**config.mk**
```make
export PLATFORM = sky130hd
export DESIGN_NAME = pe_array_ctrl
export DESIGN_NICKNAME = d
export VERILOG_FILES = /design/src/rtl/mm_pkg.sv /design/src/rtl/pe_skew_line.sv /design/src/rtl/pe_array_ctrl.sv
export SDC_FILE = /design/constraint.sdc
export NUM_CORES = 1
export LEC_CHECK = 0
export CAP_MARGIN = 20
export CORE_AREA = 2 2 132 134
export DETAILED_ROUTE_END_ITERATION = 8
export DIE_AREA = 0 0 134 136
export PLACE_DENSITY = 0.74
export SLEW_MARGIN = 20
export SYNTH_ARGS = -nofsm -noshare
export SYNTH_HDL_FRONTEND = slang
export SYNTH_HIERARCHICAL = 1
export SYNTH_SLANG_ARGS = --single-unit
```
**constraint.sdc**
```tcl
create_clock -name clk -period 6.15 [get_ports clk]
set_input_delay 1.23 -clock clk [delete_from_list [all_inputs] [get_ports clk]]
set_output_delay 1.23 -clock clk [all_outputs]
set_load 0.005 [all_outputs]
```
**src/rtl/mm_pkg.sv**
```systemverilog
// Shared definitions for the matrix-multiply mesh and its controller.
//   W        : default operand width
//   T        : default mesh dimension (T x T PEs)
//   PIPE_MUL : extra multiplier pipeline stages inside a PE
//   KMAX     : default maximum inner-dimension length
//   pe_ctrl_state_t : controller FSM state encoding
package mm_pkg;

  localparam int unsigned W        = 8;
  localparam int unsigned T        = 4;
  localparam int unsigned PIPE_MUL = 0;
  localparam int unsigned KMAX     = 256;

  typedef enum logic [2:0] {
    StIdle,
    StClear,
    StFeed,
    StFlush,
    StDrain,
    StWaitV,
    StDone
  } pe_ctrl_state_t;

endpackage

```
**src/rtl/pe_skew_line.sv**
```systemverilog
// Fixed-depth shift register carrying one mesh ingress lane {valid, data}.
//   clk    : clock
//   rst    : asynchronous active-high reset, clears every stage
//   i_data : lane input, bit W is the valid flag
//   o_data : lane output, DEPTH cycles later
module pe_skew_line #(
  parameter int unsigned W     = 8,
  parameter int unsigned DEPTH = 1
) (
  input  logic         clk,
  input  logic         rst,
  input  logic [W:0]   i_data,
  output logic [W:0]   o_data
);

  logic [W:0] r_stage [DEPTH];

  always_ff @(posedge clk or posedge rst) begin
    if (rst) begin
      for (int s = 0; s < DEPTH; s++) begin
        r_stage[s] <= '0;
      end
    end else begin
      r_stage[0] <= i_data;
      for (int s = 1; s < DEPTH; s++) begin
        r_stage[s] <= r_stage[s-1];
      end
    end
  end

  assign o_data = r_stage[DEPTH-1];

endmodule

```
**src/rtl/pe_array_ctrl.sv**
```systemverilog
// Block sequencer for a T x T output-stationary PE mesh.
// Clears the accumulators, streams k_len K-steps into the mesh with a diagonal
// skew, flushes the wavefront, injects a drain pulse and waits for the mesh to
// report every snapshot valid before offering the result grid.
//   clk, rst             : clock, asynchronous active-high reset
//   start, k_len         : begin a block of k_len steps (sampled in idle)
//   k_valid/k_ready      : K-step handshake carrying a_col / b_row
//   a_in_row/a_in_valid  : west ingress, row i skewed by i cycles
//   b_in_col/b_in_valid  : north ingress, column j skewed by j cycles
//   acc_clear_block      : one-cycle accumulator clear broadcast
//   drain_pulse          : one-cycle drain inject at PE[0][0]
//   acc_v_mat            : per-PE snapshot valid grid
//   busy                 : block in progress
//   res_valid/res_ready  : result-grid handshake
//   drain_err            : sticky flag, mesh failed to drain in time
module pe_array_ctrl #(
  parameter int unsigned W        = mm_pkg::W,
  parameter int unsigned T        = mm_pkg::T,
  parameter int unsigned KMAX     = mm_pkg::KMAX,
  parameter int unsigned PE_LAT   = 1 + mm_pkg::PIPE_MUL,
  parameter int unsigned DRAIN_TO = 4 * T * T
) (
  input  logic                      clk,
  input  logic                      rst,
  input  logic                      start,
  input  logic [$clog2(KMAX+1)-1:0] k_len,
  input  logic                      k_valid,
  output logic                      k_ready,
  input  logic [T*W-1:0]            a_col,
  input  logic [T*W-1:0]            b_row,
  output logic [T*W-1:0]            a_in_row,
  output logic [T-1:0]              a_in_valid,
  output logic [T*W-1:0]            b_in_col,
  output logic [T-1:0]              b_in_valid,
  output logic                      acc_clear_block,
  output logic                      drain_pulse,
  input  logic [T*T-1:0]            acc_v_mat,
  output logic                      busy,
  output logic                      res_valid,
  input  logic                      res_ready,
  output logic                      drain_err
);

  import mm_pkg::*;

  localparam int unsigned KW        = $clog2(KMAX + 1);
  // Last step enters lane T-1 after T-1 cycles, crosses T-1 more PEs, then PE_LAT.
  localparam int unsigned FLUSH_CYC = 2 * (T - 1) + PE_LAT + 1;
  localparam int unsigned TMR_MAX   = (FLUSH_CYC > DRAIN_TO) ? FLUSH_CYC : DRAIN_TO;
  localparam int unsigned TMW       = $clog2(TMR_MAX + 1);

  pe_ctrl_state_t r_state;
  logic [KW-1:0]  r_k_len;
  logic [KW-1:0]  r_k_cnt;
  logic [TMW-1:0] r_tmr;
  logic           r_k_ready;
  logic           r_clear;
  logic           r_drain;
  logic           r_busy;
  logic           r_res_valid;
  logic           r_err;

  logic           w_accept;
  logic           w_last_step;
  logic           w_all_v;
  logic [KW-1:0]  w_k_len_sat;

  assign w_accept    = k_valid & r_k_ready;
  assign w_last_step = (r_k_cnt + KW'(1)) == r_k_len;
  assign w_all_v     = &acc_v_mat;
  assign w_k_len_sat = (k_len > KW'(KMAX)) ? KW'(KMAX) : k_len;

  always_ff @(posedge clk or posedge rst) begin
    if (rst) begin
      r_state     <= StIdle;
      r_k_len     <= '0;
      r_k_cnt     <= '0;
      r_tmr       <= '0;
      r_k_ready   <= 1'b0;
      r_clear     <= 1'b0;
      r_drain     <= 1'b0;
      r_busy      <= 1'b0;
      r_res_valid <= 1'b0;
      r_err       <= 1'b0;
    end else begin
      // Pulses are one cycle wide unless a transition below re-arms them.
      r_clear <= 1'b0;
      r_drain <= 1'b0;
      unique case (r_state)
        StIdle: begin
          if (start) begin
            r_k_len <= w_k_len_sat;
            r_k_cnt <= '0;
            r_err   <= 1'b0;
            r_clear <= 1'b1;
            r_busy  <= 1'b1;
            r_state <= StClear;
          end
        end
        StClear: begin
          if (r_k_len == '0) begin
            r_drain <= 1'b1;
            r_state <= StDrain;
          end else begin
            r_k_ready <= 1'b1;
            r_state   <= StFeed;
          end
        end
        StFeed: begin
          if (w_accept) begin
            r_k_cnt <= r_k_cnt + KW'(1);
            if (w_last_step) begin
              r_k_ready <= 1'b0;
              r_tmr     <= '0;
              r_state   <= StFlush;
            end
          end
        end
        StFlush: begin
          if (r_tmr == TMW'(FLUSH_CYC - 1)) begin
            r_drain <= 1'b1;
            r_state <= StDrain;
          end else begin
            r_tmr <= r_tmr + TMW'(1);
          end
        end
        StDrain: begin
          r_tmr   <= '0;
          r_state <= StWaitV;
        end
        StWaitV: begin
          if (w_all_v) begin
            r_res_valid <= 1'b1;
            r_state     <= StDone;
          end else if (r_tmr == TMW'(DRAIN_TO - 1)) begin
            r_err       <= 1'b1;
            r_res_valid <= 1'b1;
            r_state     <= StDone;
          end else begin
            r_tmr <= r_tmr + TMW'(1);
          end
        end
        StDone: begin
          if (res_ready) begin
            r_res_valid <= 1'b0;
            r_busy      <= 1'b0;
            r_state     <= StIdle;
          end
        end
        default: r_state <= StIdle;
      endcase
    end
  end

  assign k_ready         = r_k_ready;
  assign acc_clear_block = r_clear;
  assign drain_pulse     = r_drain;
  assign busy            = r_busy;
  assign res_valid       = r_res_valid;
  assign drain_err       = r_err;

  // Lane i is i+1 registers deep; bubbles and flush inject zero data, valid 0.
  for (genvar i = 0; i < T; i++) begin : g_lane
    logic [W:0] w_a_in;
    logic [W:0] w_a_out;
    logic [W:0] w_b_in;
    logic [W:0] w_b_out;

    assign w_a_in = {w_accept, w_accept ? a_col[i*W +: W] : {W{1'b0}}};
    assign w_b_in = {w_accept, w_accept ? b_row[i*W +: W] : {W{1'b0}}};

    pe_skew_line #(
      .W    (W),
      .DEPTH(i + 1)
    ) u_a_skew (
      .clk   (clk),
      .rst   (rst),
      .i_data(w_a_in),
      .o_data(w_a_out)
    );

    pe_skew_line #(
      .W    (W),
      .DEPTH(i + 1)
    ) u_b_skew (
      .clk   (clk),
      .rst   (rst),
      .i_data(w_b_in),
      .o_data(w_b_out)
    );

    assign a_in_row[i*W +: W] = w_a_out[W-1:0];
    assign a_in_valid[i]      = w_a_out[W];
    assign b_in_col[i*W +: W] = w_b_out[W-1:0];
    assign b_in_valid[i]      = w_b_out[W];
  end

endmodule

```
# After elaboration in Yosys (flattened, before gate mapping)

Index checks and enable logic that the tools add are counted.

Add/sub/neg operators: 2
Reduce and logical (&&, ||, !) cells: 17
Bitwise logic cells: 1
Mux-type cells: 45
Eq/ne operators: 20
$lt $le $gt $ge: 1

Operators with widths:

| operator                                             | number |
|---|---|
| two-way mux 8 bit                                    | 8 |
| two-way mux 7 bit                                    | 5 |
| case mux 7 bit (4 select lines)                      | 1 |
| two-way mux 9 bit                                    | 3 |
| two-way mux 3 bit                                    | 8 |
| case mux 3 bit (7 select lines)                      | 1 |
| != test 2 bit (second input constant)                | 10 |
| case mux 9 bit (2 select lines)                      | 1 |
| AND reduction 16 bit                                 | 1 |
| two-way mux 1 bit                                    | 13 |
| AND reduction 6 bit                                  | 2 |
| case mux 1 bit (2 select lines)                      | 5 |
| nonzero test 2 bit                                   | 5 |
| adder 9 x 1 -> 9 bit (second input constant)         | 1 |
| equality test 3 bit (second input constant)          | 3 |
| equality test 9 bit                                  | 1 |
| > comparator 9 bit (second input constant)           | 1 |
| zero test 9 bit                                      | 1 |
| AND reduction 3 bit                                  | 3 |
| AND reduction 4 bit                                  | 2 |
| adder 7 x 1 -> 7 bit (second input constant)         | 1 |
| equality test 7 x 3 -> 1 bit (second input constant) | 1 |
| equality test 7 x 6 -> 1 bit (second input constant) | 1 |
| equality test 3 x 2 -> 1 bit (second input constant) | 2 |
| other kinds (6)                                      | 6 |

Output and inout port bits: 78
Register bits: 214

# Longest topological paths before layout

Depth after elaboration: 5
Mapped depth: 8

# By module

The synthesis kept the hierarchy.

Modules (own cells, without submodules):

| module                                 | instances | area an instance (um^2) | cells an instance | sequential area each (um^2) |
|---|---|---|---|---|
| pe_array_ctrl                          | 1         | 2,521.2                 | 321               | 850.8 |
| pe_skew_line at g_lane[3].u_a_skew ... | 2         | 972.2                   | 46                | 900.9 |
| pe_skew_line at g_lane[2].u_a_skew ... | 2         | 747.0                   | 37                | 675.6 |
| pe_skew_line at g_lane[1].u_a_skew ... | 2         | 521.8                   | 28                | 450.4 |
| pe_skew_line at g_lane[0].u_a_skew ... | 2         | 229.0                   | 10                | 225.2 |

# Worst setup path before layout

No wires, ideal clock.

Kind: input port to flip-flop
Start: input k_valid
End: register r_tmr[1]
Setup time: 0.128 ns
Data arrival time: 2.363 ns
Path slack: 3.658 ns
Stages on the path: 6
Data required time: 6.022 ns
Path buffers: 0
Path through: nand2_1 > a211o_1 > nor4_1 > o2111ai_2 > a21oi_4 > o22ai_1

Word-level cells in the longest chain between the ends: 3

RTL lines:

| item                                 | RTL line             | RTL |
|---|---|---|
| start: declaration                   | pe_array_ctrl.sv:27  | `input logic k_valid,` |
| bitwise AND 1 bit                    | pe_array_ctrl.sv:68  | `assign w_accept = k_valid & r_k_ready;` |
| != test 2 bit (no source line)       | n/a                  |  |
| AND reduction 6 bit (no source line) | n/a                  |  |
| end signal: assignment               | pe_array_ctrl.sv:124 | `r_tmr <= r_tmr + TMW'(1);` |
| end signal: assignment               | pe_array_ctrl.sv:140 | `r_tmr <= r_tmr + TMW'(1);` |
| end: declaration                     | pe_array_ctrl.sv:55  | `logic [TMW-1:0] r_tmr;` |

No other way between the ends.
A chain may end at the register's enable or synchronous reset.

# Final worst setup path

Start: register r_k_ready (netlist: k_ready)
End: output k_ready

RTL lines:

| item                     | RTL line             | RTL |
|---|---|---|
| start: declaration       | pe_array_ctrl.sv:56  | `logic r_k_ready;` |
| start signal: assignment | pe_array_ctrl.sv:79  | `r_k_ready <= 1'b0;` |
| start signal: assignment | pe_array_ctrl.sv:105 | `r_k_ready <= 1'b1;` |
| start signal: assignment | pe_array_ctrl.sv:113 | `r_k_ready <= 1'b0;` |
| end: declaration         | pe_array_ctrl.sv:28  | `output logic k_ready,` |

No word-level cell between the ends.

==> qor.txt <==
status = finished clean
Peak VDD IR = 0.1651 mV
CP required = 4.92 ns
Clock Skew = 0.01801 ns
area delta synth->final = 30.92%
Rows = 48
Crit-path slowest cell = dfrtp_2
Yosys reg bits = 214
Post-Syn Instances = 563
Max Clk Rate = 300.5 MHz
wirelength, routed = 14,540 um
Lkg Pwr = 4.773 nW
Worst Tran Pin Value = 0.9301 ns
Tmin final = 3.328 ns
Die Y = 136 um
number of global-route vias before repair = 4,639
CTS buffer count = 22
hold_sp = g_lane[3].u_b_skew/r_stage[34]$_DFF_PP0_
top-level port count = 172
Fin. Hold Viols = 0
worst hold path endpoint = g_lane[3].u_b_skew/r_stage[25]$_DFF_PP0_
DP HPWL = 10,020 um
# port buffers = 171
initial antenna violation count = 0
Fill cells = 1,341
CTS root buf = clkbuf_16
Setup Buffers After CTS = 0
via count = 4,494
Arr. time, crit path = 2.10 ns
Final nets = 784
worst setup path class = flop to output pin
synthesized area = 0.007461 mm2
setup TNS = 0 ns
DR iter-0 viols = 207
CTS clock-pin slew for the worst setup and hold paths = 0.07 ns
htree depth = 1
met3 WL = 859 um
clk buf depth = 3
Mapped Nets = 661
Main synth FF type = dfrtp_1
met2 wire len = 7509 um
Die Area = 0.01822 mm2
Finished Layout Cells = 927
# diodes = 0
drt via density = 4.848
largest net degree at the start of global routing = 69
layout cells sized above 1 = 6.553%
placed instance count = 886
Yosys warning total = 6
number of flops mapped to enable cells by yosys = 0
slowest stage delay, CP = 0.97 ns
post-CTS sizing = 0
# hold bufs at CTS = 0
Max Cap Viol = 0
fin util = 57.88%
Final period util = 54.11%
Hold Path Stages = 0
top layer in use = met4
FFs w/ async S/R, synth = 100.0%
Hold WC Path Type = flop to flop
first-pass GRT wire length = 23,150 um
latest clock arrival within the worst-skew pair = 0.48 ns
gp weighted congestion = 0.8565
core area = 0.01688 mm2
setup violators final = 0
total power draw = 0.003796 W
routed metal-1 wire length = 5779 um
r2r setup slk = 3.51 ns
WP buf/inv = 1
GRT Total Usage = 16.06%
Final Worst Setup Slack = 2.822 ns
relative slew slack = 38.00%
reg2reg path depth = 6
DP Worst Slack = 2.533 ns
max-slew violations = 0
die width = 134 um
1st-pass router iterations = 5
gr ovfl total = 0
r2r endpoint = r_tmr[6]$_DFFE_PP0P_
power per cell area = 388.6 mW/mm2
Initial Utilization = 44.21%
WL per Instance = 15.69 um
Setup crit start kind = flop
R2R Path Start = k_ready$_DFFE_PP0P_
worst-path fanout max = 68
clock sink total = 214
CTS tree = built
sequential-to-total area share from yosys stat = 71.78%
DRC Markers = 0
CP Capture Type = output pin
crit-path cells = clkdlybuf4s50_1
delay-heaviest family, CP = flip-flops
RSZ-0062 raised after global routing = no
post-route ant nets = 0
Syn Area/Cell = 13.25 um2
Yosys cell types = 42
==> final cells by class <==
cell class	instances	area [um2]	area share, %
Multi-Input combinational cell	252	1524	15.60
Clock buffer	27	600.6	6.148
Tap cell	225	281.5	2.882
Clock inverter	13	182.7	1.870
Timing Repair Buffer	175	1744	17.86
Sequential cell	214	5356	54.84
Inverter	21	78.83	0.8070
==> synthesized netlist by cell type, drive strengths merged, types with 7 or more instances <==
cell type / n / area (um2)
dfrtp: 214 / 5355
and3: 68 / 425.4
buf: 59 / 439.2
nand2: 34 / 127.6
o21ai: 29 / 145.1
inv: 21 / 78.83
clkbuf: 17 / 63.81
nor2: 16 / 60.06
nand3: 11 / 55.05
a21oi: 10 / 65.07
nand2b: 10 / 62.56
nand4: 8 / 50.05
nor3: 7 / 35.03
==> metal layers <==
| layer | up-vias | GRT usage (%) |
|---|---|---|
| met5 | - | 0 |
| met4 | 0 | 5.496 |
| met3 | 33 | 2.983 |
| met2 | 176 | 28.55 |
| met1 | 2198 | 19.80 |
| li1 | 2087 | - |
==> cell families after synthesis <==
kind of cell	count (synthesis)	share of synthesized area (%)
flip-flops	214	71.78
AND/OR/NAND/NOR	166	12.01
buffers and inverters	97	7.798
AO/OA/AOI/OAI	68	5.886
XOR/XNOR	13	1.727
adder cells (fa/ha/maj)	4	0.6708
multiplexers	1	0.1342
==> flip-flops by register name (all words and copies together) (netlist names), 3 cells and up <==
signal and count:
g_lane.u_a_skew/r_stage 54, g_lane.u_a_skew/o_data 36, g_lane.u_b_skew/r_stage 54, g_lane.u_b_skew/o_data 36
r_k_cnt 9, r_k_len 9, r_state 3, r_tmr 7
==> where the power goes <==
group	internal [W]	switching (W)	leakage, nW
logic	0.000334	0.000246	1.54
registers	0.00166	0.000174	2.85
clock network	0.000868	0.000517	0.385
total	0.00286	0.000936	4.77
==> cell usage in the layout, fill, tap and decap left out, drive strengths merged, types with 2 or more instances in the layout <==
cell type / n
o41ai: 2
a31oi: 6
clkbuf: 27
xor2: 6
nor2b: 3
nand2: 34
clkinv: 9
a21oi: 10
and3: 68
dfrtp: 214
nor3: 7
nand4: 8
bufinv: 4
nand3: 11
a22o: 4
nor2: 16
inv: 20
or3: 3
nand2b: 10
o21ai: 29
o22ai: 2
clkdlybuf4s50: 170
nor4: 4
xnor2: 6
o2bb2ai: 4
buf: 5
o31ai: 2
ha: 4
o211ai: 2
==> through the flow <==
stage,hold slack [ns],instance area [um2]
6_report,0.3349,9768
5_1_grt,0.3363,9768
4_1_cts,0.3295,9753
3_5_place_dp,0.3347,8970
3_3_place_gp,0.3312,8970
2_1_floorplan,0.3312,7461
==> worst max-delay path by stage <==
stage	from	end	slack [ns]	depth (start not counted)
6_report	k_ready$_DFFE_PP0P_	k_ready	2.82	1
5_1_grt	k_ready$_DFFE_PP0P_	k_ready	2.67	1
4_1_cts	k_ready$_DFFE_PP0P_	k_ready	2.78	1
3_5_place_dp	k_valid	r_tmr[6]$_DFFE_PP0P_	2.53	7
3_3_place_gp	k_valid	r_tmr[1]$_DFFE_PP0P_	2.66	7
2_1_floorplan	k_valid	r_tmr[1]$_DFFE_PP0P_	3.66	6
No activity file was read; power rests on OpenSTA's default activity.
